## config.mk

```make
export PLATFORM = sky130hd
export DESIGN_NAME = hash_tx_framer
export DESIGN_NICKNAME = d
export VERILOG_FILES = /design/src/rtl/vadar_uart_pkg.sv /design/src/rtl/hex_nibble_ascii.sv /design/src/rtl/hash_tx_framer.sv
export SDC_FILE = /design/constraint.sdc
export NUM_CORES = 1
export LEC_CHECK = 0
export CAP_MARGIN = 10
export CORE_UTILIZATION = 52
export DETAILED_ROUTE_END_ITERATION = 16
export MAX_ROUTING_LAYER = met4
export PLACE_DENSITY = 0.78
export SYNTH_ARGS = -nofsm -noshare
export SYNTH_HDL_FRONTEND = slang
export SYNTH_SLANG_ARGS = --single-unit
```

## constraint.sdc

```tcl
create_clock -name Clk -period 2.25 [get_ports Clk]
set_input_delay 0.45 -clock Clk [delete_from_list [all_inputs] [get_ports Clk]]
set_output_delay 0.45 -clock Clk [all_outputs]
set_load 0.03 [all_outputs]
```

## src/rtl/vadar_uart_pkg.sv

```systemverilog
// Shared constants, tx framer state encoding and frame-length helper for the
// hash UART transmit path.
package vadar_uart_pkg;

   localparam logic [7:0] TERM_BYTE     = 8'h2C;
   localparam logic [7:0] FOUND_CHAR    = 8'h59;
   localparam logic [7:0] NOTFOUND_CHAR = 8'h4E;

   typedef enum logic [1:0] {
      IDLE      = 2'd0,
      PREP      = 2'd1,
      SEND      = 2'd2,
      WAIT_DONE = 2'd3
   } tx_state_t;

   // Bytes on the wire: status + payload (doubled in hex mode) + terminator.
   function automatic int unsigned frame_len(input int unsigned num_bytes, input logic hex_en);
      if (hex_en) begin
         return (32'd2 * num_bytes) + 32'd2;
      end else begin
         return num_bytes + 32'd2;
      end
   endfunction

endpackage

```

## src/rtl/hex_nibble_ascii.sv

```systemverilog
// Converts a 4-bit nibble into its upper-case ASCII hex character.
module hex_nibble_ascii (
   input  logic [3:0] nibble,
   output logic [7:0] ascii
);

   // '0'..'9' sit at 0x30, 'A'..'F' start at 0x41 (0x37 + 10).
   always_comb begin
      ascii = 8'h00;
      if (nibble < 4'd10) begin
         ascii = 8'h30 + {4'h0, nibble};
      end else begin
         ascii = 8'h37 + {4'h0, nibble};
      end
   end

endmodule

```

## src/rtl/hash_tx_framer.sv

```systemverilog
// Serialises a captured hash word and found flag into a framed UART byte stream.
// Optional macro HASH_TX_HEX_EN sends each payload byte as two ASCII hex chars.
module hash_tx_framer #(
   parameter int unsigned NUM_BYTES     = 16,
   parameter logic [7:0]  TERM_BYTE     = vadar_uart_pkg::TERM_BYTE,
   parameter logic [7:0]  FOUND_CHAR    = vadar_uart_pkg::FOUND_CHAR,
   parameter logic [7:0]  NOTFOUND_CHAR = vadar_uart_pkg::NOTFOUND_CHAR
) (
   input  logic                   Clk,
   input  logic                   Reset,
   input  logic                   Start,
   input  logic [NUM_BYTES*8-1:0] Data,
   input  logic                   Found,
   output logic                   Busy,
   output logic                   Done,
   output logic [7:0]             Tx_Data,
   output logic                   Tx_Send,
   input  logic                   Tx_Busy
);
   import vadar_uart_pkg::*;

   localparam int unsigned DATA_W = NUM_BYTES * 8;
   localparam int unsigned IDX_W  = $clog2((2 * NUM_BYTES) + 3);
`ifdef HASH_TX_HEX_EN
   localparam logic HEX_MODE = 1'b1;
`else
   localparam logic HEX_MODE = 1'b0;
`endif
   localparam logic [IDX_W-1:0] LAST_IDX = IDX_W'(frame_len(NUM_BYTES, HEX_MODE) - 32'd1);

   tx_state_t         state;
   logic [DATA_W-1:0] shreg;
   logic              found_r;
   logic [IDX_W-1:0]  idx;
   logic [7:0]        payload_byte;
   logic [7:0]        cur_byte;
   logic              is_payload;

`ifdef HASH_TX_HEX_EN
   logic       nib_phase;
   logic [3:0] nibble;

   assign nibble = nib_phase ? shreg[DATA_W-5 -: 4] : shreg[DATA_W-1 -: 4];

   hex_nibble_ascii u_hex (
      .nibble (nibble),
      .ascii  (payload_byte)
   );
`else
   assign payload_byte = shreg[DATA_W-1 -: 8];
`endif

   assign is_payload = (idx != {IDX_W{1'b0}}) && (idx != LAST_IDX);

   // Pick the byte for the current index: status, payload or terminator.
   always_comb begin
      cur_byte = payload_byte;
      if (idx == {IDX_W{1'b0}}) begin
         cur_byte = found_r ? FOUND_CHAR : NOTFOUND_CHAR;
      end else if (idx == LAST_IDX) begin
         cur_byte = TERM_BYTE;
      end else begin
         cur_byte = payload_byte;
      end
   end

   // Frame sequencer with registered handshake and status outputs.
   always_ff @(posedge Clk) begin
      if (Reset) begin
         state   <= IDLE;
         shreg   <= {DATA_W{1'b0}};
         found_r <= 1'b0;
         idx     <= {IDX_W{1'b0}};
         Busy    <= 1'b0;
         Done    <= 1'b0;
         Tx_Data <= 8'h00;
         Tx_Send <= 1'b0;
`ifdef HASH_TX_HEX_EN
         nib_phase <= 1'b0;
`endif
      end else begin
         Done <= 1'b0;
         case (state)
            IDLE: begin
               if (Start) begin
                  shreg   <= Data;
                  found_r <= Found;
                  idx     <= {IDX_W{1'b0}};
                  Busy    <= 1'b1;
                  state   <= PREP;
`ifdef HASH_TX_HEX_EN
                  nib_phase <= 1'b0;
`endif
               end
            end
            // Waiting for idle first keeps a residual UART busy from looking like an ack.
            PREP: begin
               if (!Tx_Busy) begin
                  Tx_Data <= cur_byte;
                  Tx_Send <= 1'b1;
                  state   <= SEND;
               end
            end
            SEND: begin
               if (Tx_Busy) begin
                  Tx_Send <= 1'b0;
                  state   <= WAIT_DONE;
               end
            end
            WAIT_DONE: begin
               if (!Tx_Busy) begin
                  if (idx == LAST_IDX) begin
                     Done  <= 1'b1;
                     Busy  <= 1'b0;
                     state <= IDLE;
                  end else begin
                     idx   <= idx + {{(IDX_W-1){1'b0}}, 1'b1};
                     state <= PREP;
                     if (is_payload) begin
`ifdef HASH_TX_HEX_EN
                        nib_phase <= ~nib_phase;
                        if (nib_phase) begin
                           shreg <= shreg << 32'd8;
                        end
`else
                        shreg <= shreg << 32'd8;
`endif
                     end
                  end
               end
            end
            default: begin
               state <= IDLE;
            end
         endcase
      end
   end

endmodule

```

# After elaboration in Yosys (flattened, before gate mapping)
# Index checks and enable logic that the tools add are counted.
# op_classes
addsub	1
eq_ne	12
mux	26
n_bitwise	2
reduce_logical	14
# op_table
op	count
two-way mux 128 bit	4
one-hot mux 128 bit (2 select lines)	1
two-way mux 6 bit	3
two-way mux 8 bit	2
!= test 2 bit, second input constant	7
one-hot mux 6 bit (2 select lines)	1
AND reduction 4 bit	3
two-way mux 2 bit	4
one-hot mux 2 bit (4 select lines)	1
two-way mux 1 bit	7
adder 6 x 1 -> 6 bit, second input constant	1
equality test 6 x 5 -> 1 bit, second input constant	1
zero test 6 bit	1
!= test 6 x 5 -> 1 bit, second input constant	1
nonzero test 6 bit	1
two-way mux 5 bit	1
AND reduction 5 bit	1
equality test 2 bit, second input constant	2
one-hot mux 1 bit (2 select lines)	2
AND reduction 2 bit	2
nonzero test 2 bit	2
AND reduction 3 bit	1
OR reduction 3 bit	1
equality test 2 x 1 -> 1 bit, second input constant	1
3 further kinds	4
# word_totals
register_bits	148
inputBits	133
output_inout_bits	11
wordCells	63

# Depth between registers and ports, before layout
# Gate-level depths: netlist of the first run.
# depth
ltp_word	6
ltp_mapped	9
ltp_nobuf	6

# Worst setup path before layout of the first run
# Ideal clock, no wire load.
# synth_path
path_kind	flip-flop to flip-flop
startpoint	register state[1]
endpoint	register idx[2]
setup_time_ns	0.115
arrival_time_ns	1.753
required_time_ns	2.135
path_slack_ns	0.383
stages_incl_launch_ff	10
n_path_buf	3
synth_period_minus_slack_ns	1.867
path_cell_list	dfxtp_1 > inv_1 > ha_1 > nand2b_1 > o211a_1 > buf_2 > buf_2 > buf_2 > a21oi_1 > o21a_1
# synth_via
elab_chain_cells	3
word_cells_on_any_way	8
cone_classes	eq/ne (4); mux (1); reduce/logical (3)
# synth_rtl
item	line_no	rtl
start: declaration	hash_tx_framer.sv:31	tx_state_t state;
start signal: assignment	hash_tx_framer.sv:70	state <= IDLE;
start signal: assignment	hash_tx_framer.sv:90	state <= PREP;
start signal: assignment	hash_tx_framer.sv:101	state <= SEND;
equality test 2 bit or zero test 2 bit (tied branches)	hash_tx_framer.sv:83	case (state)
!= test 2 bit (no source line) or nonzero test 2 bit (tied branches)	--	
AND reduction 4 bit (no source line)	--	
end signal: assignment	hash_tx_framer.sv:73	idx <= {IDX_W{1'b0}};
end signal: assignment	hash_tx_framer.sv:88	idx <= {IDX_W{1'b0}};
end signal: assignment	hash_tx_framer.sv:117	idx <= idx + {{(IDX_W-1){1'b0}}, 1'b1};
end: declaration	hash_tx_framer.sv:34	logic [IDX_W-1:0] idx;
# Several ways; a longest one is shown, not always the timed one.
# A chain may end at the register's enable or synchronous reset.

# Worst setup path after layout of the first run
# layout_path
startpoint	register state[0]
endpoint	register shreg[92]
# layout_via
elab_chain_cells	3
word_cells_on_any_way	9
cone_classes	eq/ne (5); mux (1); reduce/logical (3)
# layout_rtl
item	line_no	rtl
equality test 2 bit or zero test 2 bit (tied branches)	hash_tx_framer.sv:83	
!= test 2 bit (no source line) or nonzero test 2 bit (tied branches)	--	
AND reduction 5 bit (no source line)	--	
end signal: assignment	hash_tx_framer.sv:71	shreg <= {DATA_W{1'b0}};
end signal: assignment	hash_tx_framer.sv:86	shreg <= Data;
end signal: assignment	hash_tx_framer.sv:126	shreg <= shreg << 32'd8;
end: declaration	hash_tx_framer.sv:32	logic [DATA_W-1:0] shreg;
# Several ways; a longest one is shown, not always the timed one.

==> results.py, run 1 <==
metrics = {
    "global_routing": {
        "grt_pass1_wl_um": 30600,
        "grt_antenna_before_repair": 0,
        "grt_start_max_net_pins": 71,
        "track_usage_pct": 27.6,
        "grt_pass1_vias": 6164,
        "grt_overflow": 0,
    },
    "drt": {
        "via_per_inst": 6.15,
        "vias": 6130,
        "wl_per_cell_um": 18.7,
        "drtIter0Drc": 567,
        "antenna_left": 0,
        "route.detailed.drc": 0,
        "wl_um": 18700,
        "drt_pass1_iterations": 4,
    },
    "hold_path": {
        "hp-class": "reg2reg",
        "hold_end": "Tx_Data[7]",
        "whs_path_depth": 2,
        "hp-start": "Tx_Data[7]",
    },
    "placed_design": {
        "io_buffer_count": 143,
        "dpl_cell_area_um2": 8660,
        "hpwlAfterDp_um": 12000,
        "routabilityCongestion": 0.824,
        "pre_cts_ws_ns": -0.0848,
    },
    "setup_path": {
        "cp-end-kind": "flip-flop",
        "path_max_fanout": 28,
        "ff2ff_setup_slack_ns": 0.22,
        "reg2reg_from": "state[0]",
        "cp_data_required_time_ns": 2.56,
        "reg2reg_depth": 7,
        "timing.rr.end": "shreg[92]",
        "start_kind": "flip-flop",
        "crit_type": "reg2reg",
        "crit_arrival_ns": 2.33,
    },
    "timing": {
        "fmax_mhz": 494,
        "tightestPinTransition_ns": 0.657,
        "setup_violations": 0,
        "rsz0062_at_grt": "no",
        "final_max_slew_viol_count": 0,
        "period_share_pct": 90.0,
        "fin_ws_ns": 0.224,
        "final.min_clock_period_ns": 2.03,
        "skew_ns": 0.00996,
        "slew_headroom_pct": 56.2,
        "hold_violations": 0,
    },
    "synthesis": {
        "synth_xor_xnor_area_share_pct": 0,
        "synth_cell_types": 35,
        "ys_warn_count": 0,
        "synthMostInstantiatedCell": "a211oi_1",
        "syn_inst": 709,
        "synth_compound_area_share_pct": 29.6,
        "synth_nets": 850,
        "synth-simple-area-share_pct": 3.77,
        "synth_commonest_cells": "a211oi_1, dfxtp_1, mux2i_1",
        "synthFlopType": "dfxtp_1",
        "ys_async_sr_fraction_pct": 0,
        "yosys-top-cells-area": "dfxtp_1, a211oi_1, mux2i_1",
        "synthMuxAreaShare_pct": 17.6,
        "synth_area_um2": 7070,
        "synthAdderAreaFrac_pct": 1.42,
        "seq_area_frac_synth_pct": 41.9,
        "yosys.area.top_type": "dfxtp_1",
        "synth_top_family_by_area": "compound AO/OA/AOI/OAI gates",
        "avgSynthCellArea_um2": 9.97,
        "synth-edff-count": 0,
        "synth_top_area_share_pct": 41.9,
        "ys_ff_latch": 148,
    },
    "floorplan": {
        "dieArea_um2": 14100,
        "ios": 144,
        "rows": 42,
        "dieWidth_um": 119,
        "die_h_um": 119,
        "initial_core_util_pct": 53.4,
        "core_area_um2": 13200,
    },
    "clock_network": {
        "htreeDepth": 4,
        "cts_root_buf": "clkbuf_16",
        "cts_buffer_depth": 2,
        "numCtsBuffers": 17,
        "clk_pin_slew_ns": 0.06,
        "cts_tree": "done",
        "clk_latency_ns": 0.42,
        "cts.sinks": 148,
        "cts_hold_buffers": 0,
    },
    "layout": {
        "fill_cells": 1021,
        "drive_above_1_share_pct": 7.43,
        "diodes": 0,
        "final_nets": 950,
        "area.growth.synth_to_final_pct": 30.6,
        "design_area_um2": 9230,
    },
    "pwr": {
        "ir_drop_v": 0.000882,
        "p_total_mw": 10.0,
        "power_per_cell_area_nw_per_um2": 1090,
        "p_leak_nw": 2.94,
    },
    "run_status": {
        "outcome": "finished clean",
    },
    "job": {
        "cap_viol_max_count": 0,
    },
}
stage by stage:
| step | cells | util, % | TNS [ns] | hold slack, ns |
|---|---|---|---|---|
| 5_1_grt | 997 | 69.7 | 0 | 0.479 |
| 6_report | 997 | 69.7 | 0 | 0.457 |
| 2_1_floorplan | 709 | - | 0 | 0.441 |
| 4_1_cts | 997 | 69.6 | 0 | 0.462 |
| 3_3_place_gp | 966 | 65.4 | 0 | 0.444 |
| 3_5_place_dp | 966 | 65.4 | -0.774 | 0.454 |
metal layers:
metal	wire length, um	GRT usage (%)	vias up
li1	-	-	2969
met1	8350	34.5	2970
met2	9230	44.6	166
met3	828	5.89	25
met4	274	8.23	0
met5	0	-	-
layout by cell type (no fill, tap or decap), types with 2 or more instances in the layout:
master and n:
inv_1 9, mux2i_1 124, nand2_1 16, o21ai_0 5, clkbuf_1 5, nand3_1 4, a211oi_1 246, a21o_4 2
nor3_1 4, a21oi_1 11, clkbuf_8 5, nor3b_1 2, buf_4 16, buf_12 8, nand4_1 3, dfxtp_1 148
nand2b_1 2, clkdlybuf4s50_1 142, a22o_1 8, ha_1 6, nor2_1 11, o21bai_1 2, or2_2 2, clkinv_2 3
clkbuf_16 17, nor2b_1 2, or3_1 3
sequential cells by signal, indices dropped and copies added, names as in the netlist:
| signal | cells |
|---|---|
| shreg | 128 |
| Tx_Data | 8 |
| idx | 6 |
| state | 2 |
| Busy | 1 |
| Done | 1 |
| Tx_Send | 1 |
| found_r | 1 |
what timing repair did:
action,in CTS,in global routing
gates resized for setup,0,3
endpoints found under the setup margin,0,42
setup buffers,0,0
power by group:
| part | internal, mW | switching (mW) | leakage, nW |
|---|---|---|---|
| Clock | 1.66 | 1.02 | 0.277 |
| Sequential | 3.33 | 0.434 | 1.22 |
| Combinational | 1.54 | 2.04 | 1.44 |
| Total | 6.52 | 3.50 | 2.94 |
area by class of cell:
cell class              count  area (um2)  share of cell area (%)
clock inverters             4        45.0                   0.488
clock buffers              27         513                    5.56
repair buffers            167        1710                    18.6
well taps                 176         220                    2.39
flip-flops and latches    148        2960                    32.1
inverters                   9        33.8                   0.366
multi-input cells         466        3740                    40.5
worst max-delay path by stage:
| stage | start | endpoint |
|---|---|---|
| floorplan | state[1] | idx[2] |
| global placement | Start | shreg[39] |
| detailed placement | Start | shreg[20] |
| CTS | state[0] | shreg[20] |
| global route | state[0] | shreg[92] |
| finish | state[0] | shreg[92] |
critical path: stages (launching register included):
cell      delay (ns)
dfxtp_1         0.35
inv_1           0.16
ha_2            0.29
nand2b_1        0.12
o211a_4         0.18
a21o_4          0.34
buf_12          0.22
a211oi_1        0.26
kinds of logic after synthesis:
logic type,Yosys count
buffers and inverters,95
adder cells (fa/ha/maj),8
multiplexers,124
AND/OR/NAND/NOR,53
AO/OA/AOI/OAI,281
flip-flops,148
Power figures use the tool's default switching activity.
==> run 2: changes to the inputs <==
==> constraint.sdc (replaced) <==
create_clock -name Clk -period 2.08 [get_ports Clk]
set_input_delay 0.416 -clock Clk [delete_from_list [all_inputs] [get_ports Clk]]
set_output_delay 0.416 -clock Clk [all_outputs]
set_load 0.03 [all_outputs]
==> results.py, run 2 (same netlist as run 1, synthesis figures left out) <==
metrics = {
    "run_status": {
        "outcome": "finished clean",
    },
    "drt": {
        "antenna_left": 0,
        "drtIter0Drc": 698,
        "wl_per_cell_um": 19.6,
        "via_per_inst": 6.20,
        "wl_um": 19600,
        "vias": 6196,
        "route.detailed.drc": 0,
        "drt_pass1_iterations": 4,
    },
    "pwr": {
        "ir_drop_v": 0.000894,
        "p_leak_nw": 3.03,
        "p_total_mw": 11.5,
        "power_per_cell_area_nw_per_um2": 1230,
    },
    "timing": {
        "rsz0062_at_grt": "no",
        "skew_ns": 0.00796,
        "whs_ns": 0.408,
        "final_max_slew_viol_count": 0,
        "period_share_pct": 93.6,
        "fmax_mhz": 514,
        "final.min_clock_period_ns": 1.95,
        "setup_violations": 0,
        "slew_headroom_pct": 37.8,
        "hold_violations": 0,
        "fin_setup_tns_ns": 0,
        "tightestPinTransition_ns": 0.926,
    },
    "floorplan": {
        "die_h_um": 119,
        "dieArea_um2": 14100,
        "rows": 42,
        "ios": 144,
        "initial_core_util_pct": 53.4,
        "core_area_um2": 13200,
        "dieWidth_um": 119,
    },
    "clock_network": {
        "clk_pin_slew_ns": 0.06,
        "cts_root_buf": "clkbuf_16",
        "clk_latency_ns": 0.42,
        "cts_hold_buffers": 0,
        "cts.sinks": 148,
        "cts_buffer_depth": 2,
        "cts_tree": "done",
        "numCtsBuffers": 17,
        "post_cts_buffers": 0,
        "htreeDepth": 4,
    },
    "global_routing": {
        "track_usage_pct": 27.9,
        "grt_pass1_wl_um": 30800,
        "grt_antenna_before_repair": 0,
        "grt_overflow": 0,
        "grt_start_max_net_pins": 80,
        "grt_pass1_vias": 6243,
    },
    "layout": {
        "final_common_cell": "a211oi_1",
        "final_util_pct": 71.1,
        "drive_above_1_share_pct": 8.26,
        "stdcell_count": 999,
        "diodes": 0,
        "largest_register_ffs": 128,
        "final_nets": 951,
        "area.growth.synth_to_final_pct": 33.2,
        "largest-register": "shreg",
        "largestRegisters": "shreg: 128 flops, Tx_Data: 8 flops, idx: 6 flops",
        "mostFrequentLayoutCells": "a211oi_1, dfxtp_1, clkdlybuf4s50_1",
    },
    "setup_path": {
        "cp_data_required_time_ns": 2.41,
        "slowest_delay_ns": 0.41,
        "cp-end-kind": "flip-flop",
        "path_common_cell": "a211oi_1",
        "crit_arrival_ns": 2.27,
        "path_max_fanout": 34,
        "path_cells": "inv_1, ha_1, nand2b_1, a21o_4, buf_4, a211oi_1, a211oi_1",
        "crit_type": "reg2reg",
        "cpMaxStageDelayCell": "dfxtp_1",
        "start_kind": "flip-flop",
    },
    "hold_path": {
        "hp-class": "in2reg",
    },
    "placed_design": {
        "routabilityCongestion": 0.805,
        "dp.cells": 964,
        "io_buffer_count": 143,
        "hpwlAfterDp_um": 12100,
    },
    "job": {
        "cap_viol_max_count": 0,
    },
}
[run 2: what timing repair did]
action                                  in CTS  in global routing
hold endpoints to repair                     0                  0
gates resized for setup                      0                  7
endpoints found under the setup margin       0                122
[run 2: worst max-delay path, delay by kind of cell (launching register included)]
kind / cells / cell delay [ns]
adders and majority gates: 1 / 0.21
buffers and inverters: 2 / 0.47
AOI/OAI and AO/OA: 3 / 0.62
DFF: 1 / 0.41
and+or+nand+nor: 1 / 0.14
[run 2: stage by stage]
stage	worst slack (ns)	area, um2
floorplan	0.213	7070
global placement	-0.0113	8670
detailed placement	-0.0850	8670
CTS	0.0263	9300
global route	0.0000384	9410
finish	0.133	9410
[run 2: where the power goes]
part,internal (mW),leakage [nW],switching [mW]
Sequential,3.60,1.22,0.457
Combinational,1.87,1.49,2.36
Clock,2.09,0.316,1.16
[run 2: layout make-up]
cell class / count / area [um2]
Multi-Input combinational cell: 466 / 3750
Clock inverter: 11 / 155
Fill cell: 1026 / 3830
Timing Repair Buffer: 168 / 1820
Tap cell: 176 / 220
Inverter: 9 / 33.8
Clock buffer: 21 / 470
Sequential cell: 148 / 2960
[run 2: worst paths after layout]
path                end  slack, ns  depth (start not counted)       start
min            state[1]       0.41                          2       Reset
min reg2reg  Tx_Data[4]       0.47                          2  shreg[124]
max reg2reg   shreg[51]       0.13                          7      idx[0]
max           shreg[51]       0.13                          7      idx[0]
[run 2: per-layer routing]
layer / up-vias / routed length [um] / global-route usage (%)
met3: 15 / 765 / 5.21
met2: 177 / 9850 / 46.0
met4: 0 / 215 / 8.39
met1: 3019 / 8770 / 34.7
met5: - / 0 / -
li1: 2985 / - / -
